**src/rtl/sorter_pkg.sv**
```systemverilog
// Shared types for the parametrised sorter: FSM states and sort-order constants.
package sorter_pkg;
    typedef enum logic [1:0] {
        LOAD = 2'd0,
        SORT = 2'd1,
        DONE = 2'd2
    } state_t;

    localparam logic ASC  = 1'b0;
    localparam logic DESC = 1'b1;
endpackage

```
**src/rtl/cmp_swap.sv**
```systemverilog
// Compare-exchange cell: puts the pair in the requested order; combinational, no backpressure.
// Equal values pass straight through so stable runs never report a swap.
module cmp_swap
    import sorter_pkg::*;
#(
    parameter int W = 4
) (
    input  logic [W-1:0] a,
    input  logic [W-1:0] b,
    input  logic         desc,
    output logic [W-1:0] lo_pos,
    output logic [W-1:0] hi_pos,
    output logic         swapped
);
    assign swapped = (desc == DESC) ? (a < b) : (a > b);
    assign lo_pos  = swapped ? b : a;
    assign hi_pos  = swapped ? a : b;
endmodule

```
**src/rtl/param_sorter.sv**
```systemverilog
// Loads N words one per enter strobe, then sorts them in place by odd-even transposition.
// Latency 2..N cycles after the last word; enter is ignored while sorting.
module param_sorter
    import sorter_pkg::*;
#(
    parameter int N  = 8,
    parameter int W  = 4,
    parameter int CW = $clog2(N + 1)
) (
    input  logic           clk,
    input  logic           rst,
    input  logic           enter,
    input  logic           desc,
    input  logic [W-1:0]   IN,
    output logic           done,
    output logic           busy,
    output logic [CW-1:0]  count,
    output logic [N*W-1:0] data_out
);
    localparam int PW = (N > 2) ? $clog2(N) : 1;

    state_t        state;
    logic [W-1:0]  mem      [N];
    logic [W-1:0]  even_nxt [N];
    logic [W-1:0]  odd_nxt  [N];
    logic [W-1:0]  sort_nxt [N];
    logic [N-1:0]  sw_even;
    logic [N-1:0]  sw_odd;
    logic [PW-1:0] phase;
    logic          mode_r;
    logic          swap_prev;
    logic          swap_now;

    // Every index owns one swap bit; bits with no pair starting there stay 0.
    for (genvar i = 0; i < N; i++) begin : g_even
        if ((i % 2 == 0) && (i + 1 < N)) begin : g_pair
            cmp_swap #(.W(W)) u_cmp (
                .a(mem[i]), .b(mem[i+1]), .desc(mode_r),
                .lo_pos(even_nxt[i]), .hi_pos(even_nxt[i+1]), .swapped(sw_even[i])
            );
        end else if (i % 2 == 0) begin : g_tail
            assign even_nxt[i] = mem[i];
            assign sw_even[i]  = 1'b0;
        end else begin : g_none
            assign sw_even[i] = 1'b0;
        end
    end

    for (genvar i = 0; i < N; i++) begin : g_odd
        if ((i % 2 == 1) && (i + 1 < N)) begin : g_pair
            cmp_swap #(.W(W)) u_cmp (
                .a(mem[i]), .b(mem[i+1]), .desc(mode_r),
                .lo_pos(odd_nxt[i]), .hi_pos(odd_nxt[i+1]), .swapped(sw_odd[i])
            );
        end else if ((i == 0) || (i % 2 == 1)) begin : g_hold
            assign odd_nxt[i] = mem[i];
            assign sw_odd[i]  = 1'b0;
        end else begin : g_none
            assign sw_odd[i] = 1'b0;
        end
    end

    always_comb begin
        swap_now = phase[0] ? (|sw_odd) : (|sw_even);
        for (int i = 0; i < N; i++) begin
            sort_nxt[i] = phase[0] ? odd_nxt[i] : even_nxt[i];
        end
    end

    always_comb begin
        data_out = '0;
        for (int i = 0; i < N; i++) begin
            data_out[i*W +: W] = mem[i];
        end
    end

    always_ff @(posedge clk) begin
        if (!rst) begin
            state     <= LOAD;
            count     <= '0;
            done      <= 1'b0;
            busy      <= 1'b0;
            phase     <= '0;
            swap_prev <= 1'b0;
            mode_r    <= ASC;
            for (int i = 0; i < N; i++) mem[i] <= '0;
        end else begin
            case (state)
                LOAD: begin
                    if (enter) begin
                        for (int i = 0; i < N; i++) begin
                            if (count == CW'(i)) mem[i] <= IN;
                        end
                        count <= count + CW'(1);
                        if (count == CW'(N - 1)) begin
                            mode_r    <= desc;
                            phase     <= '0;
                            swap_prev <= 1'b0;
                            busy      <= 1'b1;
                            state     <= SORT;
                        end
                    end
                end
                SORT: begin
                    for (int i = 0; i < N; i++) mem[i] <= sort_nxt[i];
                    swap_prev <= swap_now;
                    // Two quiet phases in a row means both pairings are already in order.
                    if ((phase == PW'(N - 1)) || ((phase != '0) && !swap_now && !swap_prev)) begin
                        busy  <= 1'b0;
                        done  <= 1'b1;
                        state <= DONE;
                    end else begin
                        phase <= phase + PW'(1);
                    end
                end
                DONE: begin
                    if (enter) begin
                        mem[0] <= IN;
                        count  <= CW'(1);
                        done   <= 1'b0;
                        state  <= LOAD;
                    end
                end
                default: state <= LOAD;
            endcase
        end
    end
endmodule

```
**config.mk**
```make
export PLATFORM = sky130hd
export DESIGN_NAME = param_sorter
export DESIGN_NICKNAME = d
export VERILOG_FILES = /design/src/rtl/sorter_pkg.sv /design/src/rtl/cmp_swap.sv /design/src/rtl/param_sorter.sv
export SDC_FILE = /design/constraint.sdc
export NUM_CORES = 1
export LEC_CHECK = 0
export CAP_MARGIN = 20
export CORE_UTILIZATION = 30
export CTS_CLUSTER_DIAMETER = 40
export DETAILED_ROUTE_END_ITERATION = 12
export DONT_BUFFER_PORTS = 1
export REMOVE_ABC_BUFFERS = 1
export SYNTH_ARGS = -nofsm -noshare
export SYNTH_HDL_FRONTEND = slang
export SYNTH_SLANG_ARGS = --single-unit
```
**constraint.sdc**
```tcl
create_clock -name clk -period 3.7 [get_ports clk]
set_input_delay 0.74 -clock clk [delete_from_list [all_inputs] [get_ports clk]]
set_output_delay 0.74 -clock clk [all_outputs]
set_load 0.02 [all_outputs]
```
==> Word level (Yosys, flattened, before mapping) <==
Memories as Yosys holds them, arrays and structs flattened.
Cells that the tools add are included.
{ "totals": {"register_bits": 13, "mem_bits_rw": 32, "input_bits": 8, "output_inout_bits": 38, "memories": 1} }
{ "classes": {"addsub": 2, "magnitude_cmp": 14, "eq_ne": 15, "muxes": 117, "n_bitwise": 17, "reduce_logical": 20} }
{ "memory_table": {"columns": ["name", "depth", "word_bits", "rd", "rd_ports_with_merged_regs", "wr", "line", "text"], "rows": [
  ["mem", 8, 4, 8, 0, 8, "param_sorter.sv:23", "logic [W-1:0] mem [N];"]
]} }
{ "ops": {"columns": ["operator", "n"], "rows": [
  ["4-bit 2-to-1 mux", 41],
  ["1-bit 2-to-1 mux", 63],
  ["4-bit greater-than comparator", 7],
  ["4-bit less-than comparator", 7],
  ["1-bit bitwise OR", 17],
  ["4-bit by 3-bit equality test with 1-bit output, second input constant", 4],
  ["3-bit AND reduction", 4],
  ["4-bit AND reduction", 3],
  ["2-bit != test, second input constant", 5],
  ["3-bit 2-to-1 mux", 3],
  ["4-bit by 2-bit equality test with 1-bit output, second input constant", 2],
  ["2-bit 2-to-1 mux", 4],
  ["4-bit case mux with 2 select lines", 1],
  ["1-bit case mux with 2 select lines", 3],
  ["2-bit case mux with 3 select lines", 1],
  ["3-bit case mux with 2 select lines", 1],
  ["2-bit nonzero test", 3],
  ["4-bit by 1-bit adder with 4-bit output, second input constant", 1],
  ["4-bit by 1-bit equality test with 1-bit output, second input constant", 1],
  ["4-bit zero test", 1],
  ["4-bit OR reduction", 1],
  ["3-bit by 1-bit adder with 3-bit output, second input constant", 1],
  ["3-bit equality test, second input constant", 1],
  ["3-bit nonzero test", 1],
  ["other kinds (7)", 9]
]} }

==> Depth between registers and ports, before layout <==
An unclocked memory read counts as a cell.
{ "depth": {"word_depth": 11, "ltp_mapped": 9, "depth_no_buf": 9} }

==> By module <==
A second synthesis with hierarchy kept.
{ "hier_totals": {"hier_cells": 507, "hier_area_um2": 4659.5} }
{ "modules_own_cells": {"columns": ["module", "n_inst", "cells_per_inst", "area_per_inst_um2", "seq_area_each_um2"], "rows": [
  ["param_sorter", 1, 220, 2382.3, 1221.2],
  ["cmp_swap", 7, 41, 325.3, 0.0]
]} }

==> Worst setup path before layout <==
No wires, ideal clock.
{ "synth_timing": {"kind": "reg2reg", "from": "mem mem[1][1], in the netlist mem[0][5]", "to": "mem mem[0][0], enable pin", "setup_time_ns": 0.382, "t_arrival_ns": 1.976, "t_required_ns": 3.318, "path_slack_ns": 1.342, "stages_incl_launch_ff": 8, "n_path_buf": 0, "period_less_slack_ns": 2.358, "cell_sequence": "edfxtp_1 > inv_1 > ha_1 > nor2b_1 > o21bai_1 > nand2_1 > o21a_1 > o311ai_0"} }
{ "synth_rtl": {"columns": ["element", "line"], "rows": [
  ["start, declared", "param_sorter.sv:23"]
]} }

==> summary.txt <==
Run status
  • Status: completed

Detailed routing
  • Routed WL: 8436 µm
  • Routed wire per std cell: 17.87 µm
  • Drc violations: 0
  • Routed vias: 2,491
  • Post-DRT Antenna Nets: 0
  • Pre-antenna DRT Iters: 4
  • Initial DRC Count: 156
  • Drt via density: 5.278

Logic synthesis
  • Cell count after synthesis: 342
  • Async set-reset flop share out of synthesis: 0%
  • Sequential share of the synthesized area: 37.65%
  • Post-synth top flop: edfxtp_1
  • Synth Area per Inst: 9.483 µm²
  • Yosys warnings: 0
  • Flops & latches, synth: 45
  • EDFF count, synth: 32
  • Cell variety after synth: 46
  • Mapped Area: 0.003243 mm²

Clock tree
  • CTS tree: yes
  • Hold-fix buffers, CTS: 0
  • H-tree levels: 2
  • Post-CTS sizing: 0
  • # clock sinks: 45
  • Post-CTS Setup Inserts: 0
  • Worst-Skew Late Latency: 0.30 ns
  • CTS max path bufs: 2
  • CTS buffer count: 5
  • Root buffer cell: clkbuf_8
  • Clock-pin slew on the worst setup and hold paths: 0.09 ns

Critical path
  • Delay of the slowest cell on the worst path: 0.57 ns
  • Crit Path Max Fanout: 5
  • Crit Path Category: reg -> reg
  • CP arrival: 2.73 ns
  • CP required: 3.90 ns
  • CP cell instances: inv_1, ha_1, nor2b_1, o211ai_1, a21o_1, o2111ai_1, o32ai_2, a21oi_1, o221a_1
  • CP Launch Type: register
  • Buf+Inv Stages, Crit Path: 1
  • Critical path's slowest cell: edfxtp_1
  • CP delay by family, top: compound AO/OA/AOI/OAI gates
  • Critical Path End Type: register

Power and ir drop
  • Power per cell area: 376.2 mW/mm²
  • Pleak: 0.001366 µW
  • Max VDD drop: 0.1604 mV

Timing
  • Final setup viols: 0
  • PnR worst setup slack: 1.175 ns
  • Setup Total Neg Slack: 0 ns
  • RSZ-0062 raised after global routing: no
  • Final Critical Period: 2.525 ns
  • Hold Fails Final Rpt: 0
  • Worst-Margin Slew: 0.7849 ns
  • Fin. max-slew vios: 0
  • Worst Skew: 0.005109 ns
  • Maximum clock frequency: 396.0 MHz
  • Slew HR: 47.54%
  • Final cycle utilization of the critical path: 68.25%

Cells and area
  • Commonest non-fill, non-tap cell in the layout: nand2_1
  • Final Net Count: 378
  • Layout fillers: 1,079
  • ANT cells: 0
  • Final instance area: 0.003458 mm²
  • Final Util: 33.20%
  • Fraction of layout cells with a size suffix above 1: 6.548%
  • Layout area overhead: 6.636%
  • Most frequent cells in the layout: nand2_1 (48), ha_1 (35), inv_1 (34), edfxtp_1 (32), mux2i_1 (30)

Floorplanning
  • Num rows: 37
  • Initial core utilization: 31.14%
  • Die ar.: 0.01123 mm²
  • Chip width: 106.0 µm
  • I/O pin count: 46
  • Core Footprint: 0.01042 mm²
  • Die Ht: 106.0 µm

Placed design
  • Final Wtd Congestion: 0.7792
  • Dpl ws: 1.178 ns
  • Dpl hpwl: 6493 µm
  • I/O Buffers: 0
  • Placed Area: 0.003357 mm²

Hold path
  • Hold crit path type: reg -> reg

Global route
  • All-Layer GR Usage: 15.50%
  • Global-route wire length before repair: 13,460 µm
  • Antenna violations before repair: 0
  • Vias in the first global route: 2,439
  • GRT overflow: 0
  • Maximum number of pins on one net before global-route repair: 33

Run
  • Max cap viols: 0
==> worst paths after layout <==
kind / start / to / slack (ns) / depth (start not counted)
hold reg to reg: phase[1] / phase[1] / 0.49 / 2
setup / recovery: mem[1][5] / busy / 1.17 / 9
hold / removal: phase[1] / phase[1] / 0.49 / 2
setup reg to reg: mem[1][5] / busy / 1.17 / 9
==> per-layer routing <==
metal  up-vias  track usage, %  routed length (µm)
li1       1234               -                   -
met1      1183           20.11                3849
met2        67           25.07                3876
met3         7           5.089                 630
met4         0           3.274                  80
met5         -               0                   0
==> through the flow <==
stage | power [µW] | hold slack [ns] | cells
after floorplan | 885.0 | 0.4547 | 326
after global placement | 958.4 | 0.4668 | 464
after detailed placement | 965.1 | 0.4807 | 464
after CTS | 1307 | 0.4928 | 472
after global routing | 1372 | 0.5228 | 472
final | 1301 | 0.4884 | 472
==> power by group <==
group | leakage (µW) | internal, µW | total [µW] | switching, µW
combinational | 0.000874 | 121 | 278 | 157
sequential | 0.000438 | 582 | 675 | 92.8
clock | 0.0000542 | 169 | 348 | 179
==> cell families (layout without fill, tap and decap cells) <==
| logic type | after synthesis | after routing | synth area share, % |
|---|---|---|---|
| AND/OR/NAND/NOR | 92 | 92 | 13.97 |
| AO/OA/AOI/OAI | 88 | 88 | 19.17 |
| buffers and inverters | 52 | 46 | 6.443 |
| flip-flops | 45 | 45 | 37.65 |
| adder cells (fa/ha/maj) | 35 | 35 | 13.50 |
| multiplexers | 30 | 30 | 9.259 |
==> synth_stat cells (2+ instances only) <==
master     number  area [µm²]
buf_2           4       20.02
nor2b_1         9       56.30
a21boi_0        3       22.52
o21a_1          2       15.01
a21o_1          5       37.54
a41o_1          4       40.04
dfxtp_1        13       260.3
o211ai_2        3       37.54
nand3_1        12       60.06
o211ai_1        3       22.52
inv_1          34       127.6
o22ai_1         8       50.05
o21bai_1        2       15.01
nor2_1          6       22.52
o2111ai_1       2       17.52
edfxtp_1       32       960.9
clkbuf_1       10       37.54
ha_1           35       437.9
a211oi_1       12       90.09
a21oi_1        13       65.06
nand2_1        48       180.2
mux2i_1        30       300.3
and2_1          7       43.79
o21ai_0        22       110.1
nand2b_1        2       12.51
==> state kept, by name, summed over array words and instances, names as in the netlist <==
name,count
count,4
state,2
mem,32
mode_r,1
done,1
busy,1
phase,3
swap_prev,1
==> layout make-up <==
| type | count | area [µm²] | area share [%] |
|---|---|---|---|
| tap | 136 | 170.2 | 4.920 |
| sequential | 45 | 1222 | 35.35 |
| inverter | 36 | 136.4 | 3.944 |
| clock buffer | 7 | 96.34 | 2.786 |
| timing repair buffer | 2 | 15.01 | 0.4342 |
| clock inverter | 1 | 5.005 | 0.1447 |
| multi-input combinational | 245 | 1813 | 52.42 |
==> tightest hold or removal path, delay by kind of cell, from the launching register on <==
family,cells,cell delay [ns]
DFF,1,0.33
muxes,1,0.06
and+or+nand+nor,1,0.06
Note: power is estimated with default switching activity, not from simulation.
